### src/rtl/serial_adder_pkg.sv
// Shared definitions for the bit-serial adder: default width and FSM encoding.
package serial_adder_pkg;

    localparam int unsigned WIDTH_DEFAULT = 8;

    typedef enum logic [1:0] {
        IDLE = 2'd0,
        RUN  = 2'd1,
        DONE = 2'd2
    } state_t;

endpackage

### src/rtl/serial_adder_full_adder.sv
// One-bit full adder cell used by the serial adder datapath.
module Full_Adder (
    input  logic ci,
    input  logic a,
    input  logic b,
    output logic co,
    output logic s
);

    assign s  = a ^ b ^ ci;
    assign co = (a & b) | (ci & (a ^ b));

endmodule

### src/rtl/serial_adder.sv
// Bit-serial unsigned adder: one bit pair per clock, LSB first, result after WIDTH cycles.
// Optional macro SERIAL_ADDER_OVF_EN adds a registered signed-overflow output ovf.
module serial_adder
    import serial_adder_pkg::*;
#(
    parameter int unsigned WIDTH = WIDTH_DEFAULT
) (
    input  logic             clk,
    input  logic             rst_n,
    input  logic             start,
    input  logic [WIDTH-1:0] a,
    input  logic [WIDTH-1:0] b,
    input  logic             ci,
    output logic             busy,
    output logic             done,
    output logic [WIDTH-1:0] s,
    output logic             co
`ifdef SERIAL_ADDER_OVF_EN
    ,
    output logic             ovf
`endif
);

    localparam int unsigned CNT_W = (WIDTH > 1) ? $clog2(WIDTH) : 1;
    localparam logic [CNT_W-1:0] CNT_LAST = CNT_W'(WIDTH - 1);

    state_t           state, state_nxt;
    logic             load, step, finish;
    logic [CNT_W-1:0] cnt;
    logic [WIDTH-1:0] a_sh, b_sh;
    logic [WIDTH-2:0] res_q;
    logic [WIDTH-1:0] res_nxt;
    logic             carry;
    logic             fa_co, fa_s;

    Full_Adder u_fa (
        .ci (carry),
        .a  (a_sh[0]),
        .b  (b_sh[0]),
        .co (fa_co),
        .s  (fa_s)
    );

    assign res_nxt = {fa_s, res_q};

    // Next-state and datapath control
    always_comb begin
        state_nxt = state;
        load      = 1'b0;
        step      = 1'b0;
        finish    = 1'b0;
        case (state)
            IDLE, DONE: begin
                if (start) begin
                    load      = 1'b1;
                    state_nxt = RUN;
                end else begin
                    state_nxt = IDLE;
                end
            end
            RUN: begin
                step = 1'b1;
                if (cnt == CNT_LAST) begin
                    finish    = 1'b1;
                    state_nxt = DONE;
                end
            end
            default: state_nxt = IDLE;
        endcase
    end

    // State register with registered status flags
    always_ff @(posedge clk or negedge rst_n) begin
        if (!rst_n) begin
            state <= IDLE;
            busy  <= 1'b0;
            done  <= 1'b0;
        end else begin
            state <= state_nxt;
            busy  <= (state_nxt == RUN);
            done  <= (state_nxt == DONE);
        end
    end

    // Operand shifters, carry flop, partial result and bit counter
    always_ff @(posedge clk or negedge rst_n) begin
        if (!rst_n) begin
            a_sh  <= '0;
            b_sh  <= '0;
            res_q <= '0;
            carry <= 1'b0;
            cnt   <= '0;
        end else if (load) begin
            a_sh  <= a;
            b_sh  <= b;
            res_q <= '0;
            carry <= ci;
            cnt   <= '0;
        end else if (step) begin
            a_sh  <= a_sh >> 1;
            b_sh  <= b_sh >> 1;
            res_q <= res_nxt[WIDTH-1:1];
            carry <= fa_co;
            if (!finish) begin
                cnt <= cnt + CNT_W'(1);
            end
        end
    end

    // Result registers update only on the completion edge
    always_ff @(posedge clk or negedge rst_n) begin
        if (!rst_n) begin
            s  <= '0;
            co <= 1'b0;
        end else if (finish) begin
            s  <= res_nxt;
            co <= fa_co;
        end
    end

`ifdef SERIAL_ADDER_OVF_EN
    // Carry into the MSB is the carry flop while the last bit is being added
    always_ff @(posedge clk or negedge rst_n) begin
        if (!rst_n) begin
            ovf <= 1'b0;
        end else if (finish) begin
            ovf <= carry ^ fa_co;
        end
    end
`endif

endmodule

### config.mk
export PLATFORM = sky130hd
export DESIGN_NAME = serial_adder
export DESIGN_NICKNAME = d
export VERILOG_FILES = /design/src/rtl/serial_adder_pkg.sv /design/src/rtl/serial_adder_full_adder.sv /design/src/rtl/serial_adder.sv
export SDC_FILE = /design/constraint.sdc
export NUM_CORES = 1
export LEC_CHECK = 0
export ABC_AREA = 1
export BUFFER_PORTS_ARGS = -buffer_cell sky130_fd_sc_hd__buf_2
export CELL_PAD_IN_SITES_DETAIL_PLACEMENT = 1
export CELL_PAD_IN_SITES_GLOBAL_PLACEMENT = 2
export CORE_ASPECT_RATIO = 0.7
export CORE_MARGIN = 3
export CORE_UTILIZATION = 30
export CTS_CLUSTER_SIZE = 28
export DETAILED_ROUTE_END_ITERATION = 7
export PLACE_DENSITY_LB_ADDON = 0.1
export SLEW_MARGIN = 20
export SYNTH_ARGS = -nofsm -noshare
export SYNTH_HDL_FRONTEND = slang
export SYNTH_HIERARCHICAL = 1
export SYNTH_SLANG_ARGS = --single-unit
### constraint.sdc
create_clock -name clk -period 3.65 [get_ports clk]
set_input_delay 0.9125 -clock clk [delete_from_list [all_inputs] [get_ports clk]]
set_output_delay 0.9125 -clock clk [all_outputs]
set_load 0.005 [all_outputs]
Yosys cells after proc, flatten, opt, wreduce, memory -nomap -nowiden
Index checks and enable logic that the tools add are counted.
{"block": "word_totals", "ff_bits": 40, "latch_bits": 0, "mem_bits_rw": 0, "mem_bits_ro": 0, "input_bits": 20, "out_inout_bits": 11, "word_cells": 45, "n_memories": 0}
{"block": "classes", "addsub": 1, "n_mul": 0, "div_mod_pow": 0, "order_cmp": 0, "eq_ne": 6, "shift": 0, "n_mux": 19, "bitwise_logic": 5, "reduce_logical": 4}
{"operator": "2-to-1 mux 8 bit", "count": 4}
{"operator": "2-to-1 mux 7 bit", "count": 2}
{"operator": "2-to-1 mux 3 bit", "count": 3}
{"operator": "2-to-1 mux 1 bit", "count": 8}
{"operator": "== test 2 x 1 -> 1 bit, second input constant", "count": 2}
{"operator": "== test 2 bit, second input constant", "count": 2}
{"operator": "one-hot mux 2 bit (2 select lines)", "count": 1}
{"operator": "adder 3 x 1 -> 3 bit, second input constant", "count": 1}
{"operator": "== test 3 bit, second input constant", "count": 1}
{"operator": "AND 1 bit", "count": 2}
{"operator": "zero test 2 bit", "count": 1}
{"operator": "2-to-1 mux 2 bit", "count": 1}
{"operator": "inequality test 2 bit, second input constant", "count": 1}
{"operator": "AND reduction 2 bit", "count": 1}
{"operator": "nonzero test 2 bit", "count": 1}
{"operator": "OR reduction 2 bit", "count": 1}
{"operator": "XOR 1 bit", "count": 2}
{"operator": "OR 1 bit", "count": 1}

Longest topological paths before layout
{"block": "depth", "depth_word": 6, "ltp_mapped": 7}

Cells and area by module
Netlist, hierarchy kept.
{"module": "serial_adder", "n_inst": 1, "cells_each": 221, "area_each_um2": 1796.7}
{"module": "Full_Adder", "n_inst": 1, "cells_each": 1, "area_each_um2": 20.0}

Worst setup path after synthesis
No wires, ideal clock.
{"block": "synth_path", "path_type": "input to register", "startpoint": "in start", "endpoint": "reg a_sh[4]", "arrival_ns": 1.456, "slack_ns": 2.077, "cell_stages": 6, "path_cell_list": "inv_1 nor2_2 buf_4 nand2_1 nand2_1 nand2_1"}
{"block": "synth_via", "elab_chain_cells": 3, "elab_cells_between_ends": 4, "classes_between": "mux: 3; reduce/logical: 1"}
{"element": "start, declared", "line_no": "serial_adder.sv:10", "rtl": "input logic start,"}
{"element": "2-to-1 mux 1 bit *", "line_no": "serial_adder.sv:54", "rtl": "if (start) begin"}
{"element": "2-to-1 mux 1 bit *", "line_no": "serial_adder.sv:52", "rtl": "case (state)"}
{"element": "2-to-1 mux 8 bit or nonzero test 2 bit (tied branches)"}
{"element": "end signal, assigned", "line_no": "serial_adder.sv:100", "rtl": "a_sh <= a_sh >> 1;"}
{"element": "end, declared", "line_no": "serial_adder.sv:30", "rtl": "logic [WIDTH-1:0] a_sh, b_sh;"}
Every way passes the cells marked *; elsewhere a longest branch is shown, timed or not.
A chain may end at the register's enable or synchronous reset.

Worst setup path after layout
{"block": "layout_path", "startpoint": "reg state[0]", "endpoint": "reg s[4]"}
{"block": "layout_via", "elab_chain_cells": 2}
{"element": "start, declared", "line_no": "serial_adder.sv:27", "rtl": "state_t state, state_nxt;"}
{"element": "start signal, assigned", "line_no": "serial_adder.sv:79", "rtl": "state <= state_nxt;"}
{"element": "== test 2 x 1 -> 1 bit", "line_no": "serial_adder.sv:52"}
{"element": "2-to-1 mux 1 bit", "line_no": "serial_adder.sv:52"}
{"element": "end signal, assigned", "line_no": "serial_adder.sv:116", "rtl": "s <= res_nxt;"}
{"element": "end, declared", "line_no": "serial_adder.sv:16", "rtl": "output logic [WIDTH-1:0] s,"}
Every way passes these cells.

==> summary.txt <==
Finish
  – Ant. Diodes: 0
  – Area growth from synthesis to layout: 16.1%
  – Most frequent cells in the layout: nand2_1 (103), nand3_1 (43), dfrtp_1 (40)
  – Layout Nets: 272
  – Most common cell after layout, fill and taps aside: nand2_1
  – Utilization after layout: 36.5%
  – Layout cells sized above 1: 18.0%
  – Multi-input logic area: 693 µm²
  – FF/Latch Area: 0.00100 mm²
  – Fill count: 715

Synth
  – Synthesized Nets: 245
  – Distinct cells, synth: 15
  – Area leader, netlist: dfrtp_1
  – Mean post-synth cell area: 8.18 µm²
  – Yosys top cell area share: 55.1%
  – Ranking of synthesized cells by area: dfrtp_1 (55%), nand2_1 (21%), nand3_1 (12%), inv_1 (3.1%), buf_2 (1.4%)
  – Synthesis Warnings: 6
  – Yosys reg bits: 40
  – Gate Count Post-Synth: 222
  – Sequential area share after synthesis: 55.1%
  – Synthesized area: 0.00182 mm²

Clocking
  – Clk sinks: 40
  – CTS root buffer: clkbuf_8
  – CTS H-Tree Depth: 2
  – CTS-repair resized insts: 0
  – CTS Buffer Depth: 2
  – CTS buffer count: 5
  – CTS clk-pin slew, worst paths: 0.08 ns
  – Worst-Skew Late Latency: 0.30 ns
  – Post-CTS setup buffers: 0
  – CTS Hold Bufs: 0
  – CTS tree: built

Die
  – Core Box Area: 0.00578 mm²
  – Die area: 0.00704 mm²
  – IO Count: 31
  – Initial Utilization: 31.4%
  – Die Wd: 99.0 µm
  – Cell Rows: 23
  – Die height: 71.1 µm

Hold path
  – Hold/Removal Path Class: flip-flop to flip-flop
  – Hold Crit Depth: 2

Setup path
  – CP Depth: 5
  – Worst Path Max Fanout: 14
  – Arrival @ worst endpoint: 2.04 ns
  – Most frequent CP cell: nand2_1
  – Worst Setup Path Type: flip-flop to flip-flop
  – Worst setup EP type: flip-flop
  – CP Cell Sequence: inv_2 > nor2_2 > nand2_2 > nand2_1 > nand2_1
  – Worst r2r path cells: 5
  – Critical Path Max Stage Delay: 0.72 ns
  – CP required: 3.84 ns
  – Startpoint Class: flip-flop
  – Top delay family on crit path: simple AND/OR/NAND/NOR gates
  – Critical-path top delay cell: dfrtp_1
  – Critical path buffer and inverter count: 1

STA
  – Sum Neg Setup Slack: 0 ns
  – Final setup skew: 0.00794 ns
  – F_max: 0.540 GHz
  – Hold_ws: 0.481 ns
  – Worst slew pin tran: 0.918 ns
  – Post-route clock period utilization: 50.8%
  – Final setup viols: 0
  – Final Critical Period: 1.85 ns
  – Rel. slew slack: 38.8%
  – RSZ-0062 raised after global routing: false
  – Max-slew violations: 0
  – Hold Violations, Final: 0

Route
  – Via Count: 1,453
  – Drt first pass iters: 4
  – DRC Markers: 0
  – Via density: 4.47
  – Wire length per cell: 13.1 µm
  – Routed WL: 4.25 mm
  – DR iter-0 viols: 70
  – DRT antenna net count: 0

Pwr
  – PwrDens: 849 mW/mm²
  – Worst VDD drop: 0.000310 V
  – Lkg Pwr: 1.18 nW

Global route
  – Initial antenna violation count: 0
  – First-pass GRT wire length: 7.53 mm
  – Vias in the first global route: 1,614
  – Largest net degree at the start of global routing: 41
  – Total gr overflow: 0
  – Gr usage total: 13.4%

Placement
  – HPWL after DPL: 2.72 mm
  – Buffers on Ports: 30
  – Routability cong.: 0.664

Flow run
  – Max-Cap Viols: 0

Run status
  – Outcome: finished clean
-- tightest hold or removal path, delay by kind of cell, from the launching register on --
| family | cells | cell delay (ns) |
|---|---|---|
| AND/OR/NAND/NOR | 2 | 0.10 |
| flip-flops | 1 | 0.35 |
-- routing by layer --
| metal | vias to the layer above | GRT usage (%) | share of wire, % | wire length, µm |
|---|---|---|---|---|
| li1 | 740 | - | - | - |
| met1 | 681 | 17.9 | 51 | 2180 |
| met2 | 26 | 21.4 | 44 | 1850 |
| met3 | 6 | 3.25 | 3.8 | 161 |
| met4 | 0 | 4.39 | 1.4 | 59 |
| met5 | - | 0 | 0 | 0 |
-- path summary, 6_finish.rpt --
kind | slack [ns] | to | start
min in group asynchronous | 0.74 | s[4] | rst_n
max in group asynchronous | 2.33 | b_sh[0] | rst_n
setup / recovery | 1.80 | s[4] | state[0]
hold / removal | 0.48 | s[2] | s[2]
setup reg to reg | 1.80 | s[4] | state[0]
hold reg to reg | 0.48 | s[2] | s[2]
-- area by class of cell --
cell class	instances	area share, %
clock buffer	5	3.26
timing repair buffer	30	7.12
sequential	40	47.4
multi-input combinational	156	32.9
tap	75	4.45
clock inverter	3	2.02
inverter	16	2.85
-- power breakdown --
part	switching [mW]	leakage (nW)	total [mW]	internal, mW
registers	0.138	0.497	0.786	0.648
clock network	0.166	0.0541	0.369	0.202
logic	0.392	0.629	0.635	0.243
-- cells in the mapped netlist --
cell type / number
buf_2: 5
buf_4: 3
buf_6: 1
clkbuf_1: 1
dfrtp_1: 40
fa_1: 1
ha_1: 2
inv_1: 15
inv_2: 1
nand2_1: 103
nand2_2: 3
nand3_1: 43
nor2_1: 1
nor2_2: 2
nor2_4: 1
-- through the flow --
step	setup WS, ns	power [mW]	std cells	cell area (µm²)
2_1_floorplan	2.08	1.26	222	1820
3_3_place_gp	1.65	1.45	317	2000
3_5_place_dp	1.62	1.45	317	2000
4_1_cts	1.74	1.83	325	2110
5_1_grt	1.53	2.00	325	2110
6_report	1.80	1.79	325	2110
-- cell families after synthesis --
kind of cell	Yosys count	synth area share (%)
flip-flops	40	55.1
adder cells (fa/ha/maj)	3	2.48
buffers and inverters	26	6.75
AND/OR/NAND/NOR	153	35.7
-- flip-flops by register name (all words and copies together) (netlist names) --
name,cells
a_sh,8
b_sh,8
busy,1
carry,1
cnt,3
co,1
done,1
res_q,7
s,8
state,2
Power figures use the tool's default switching activity.
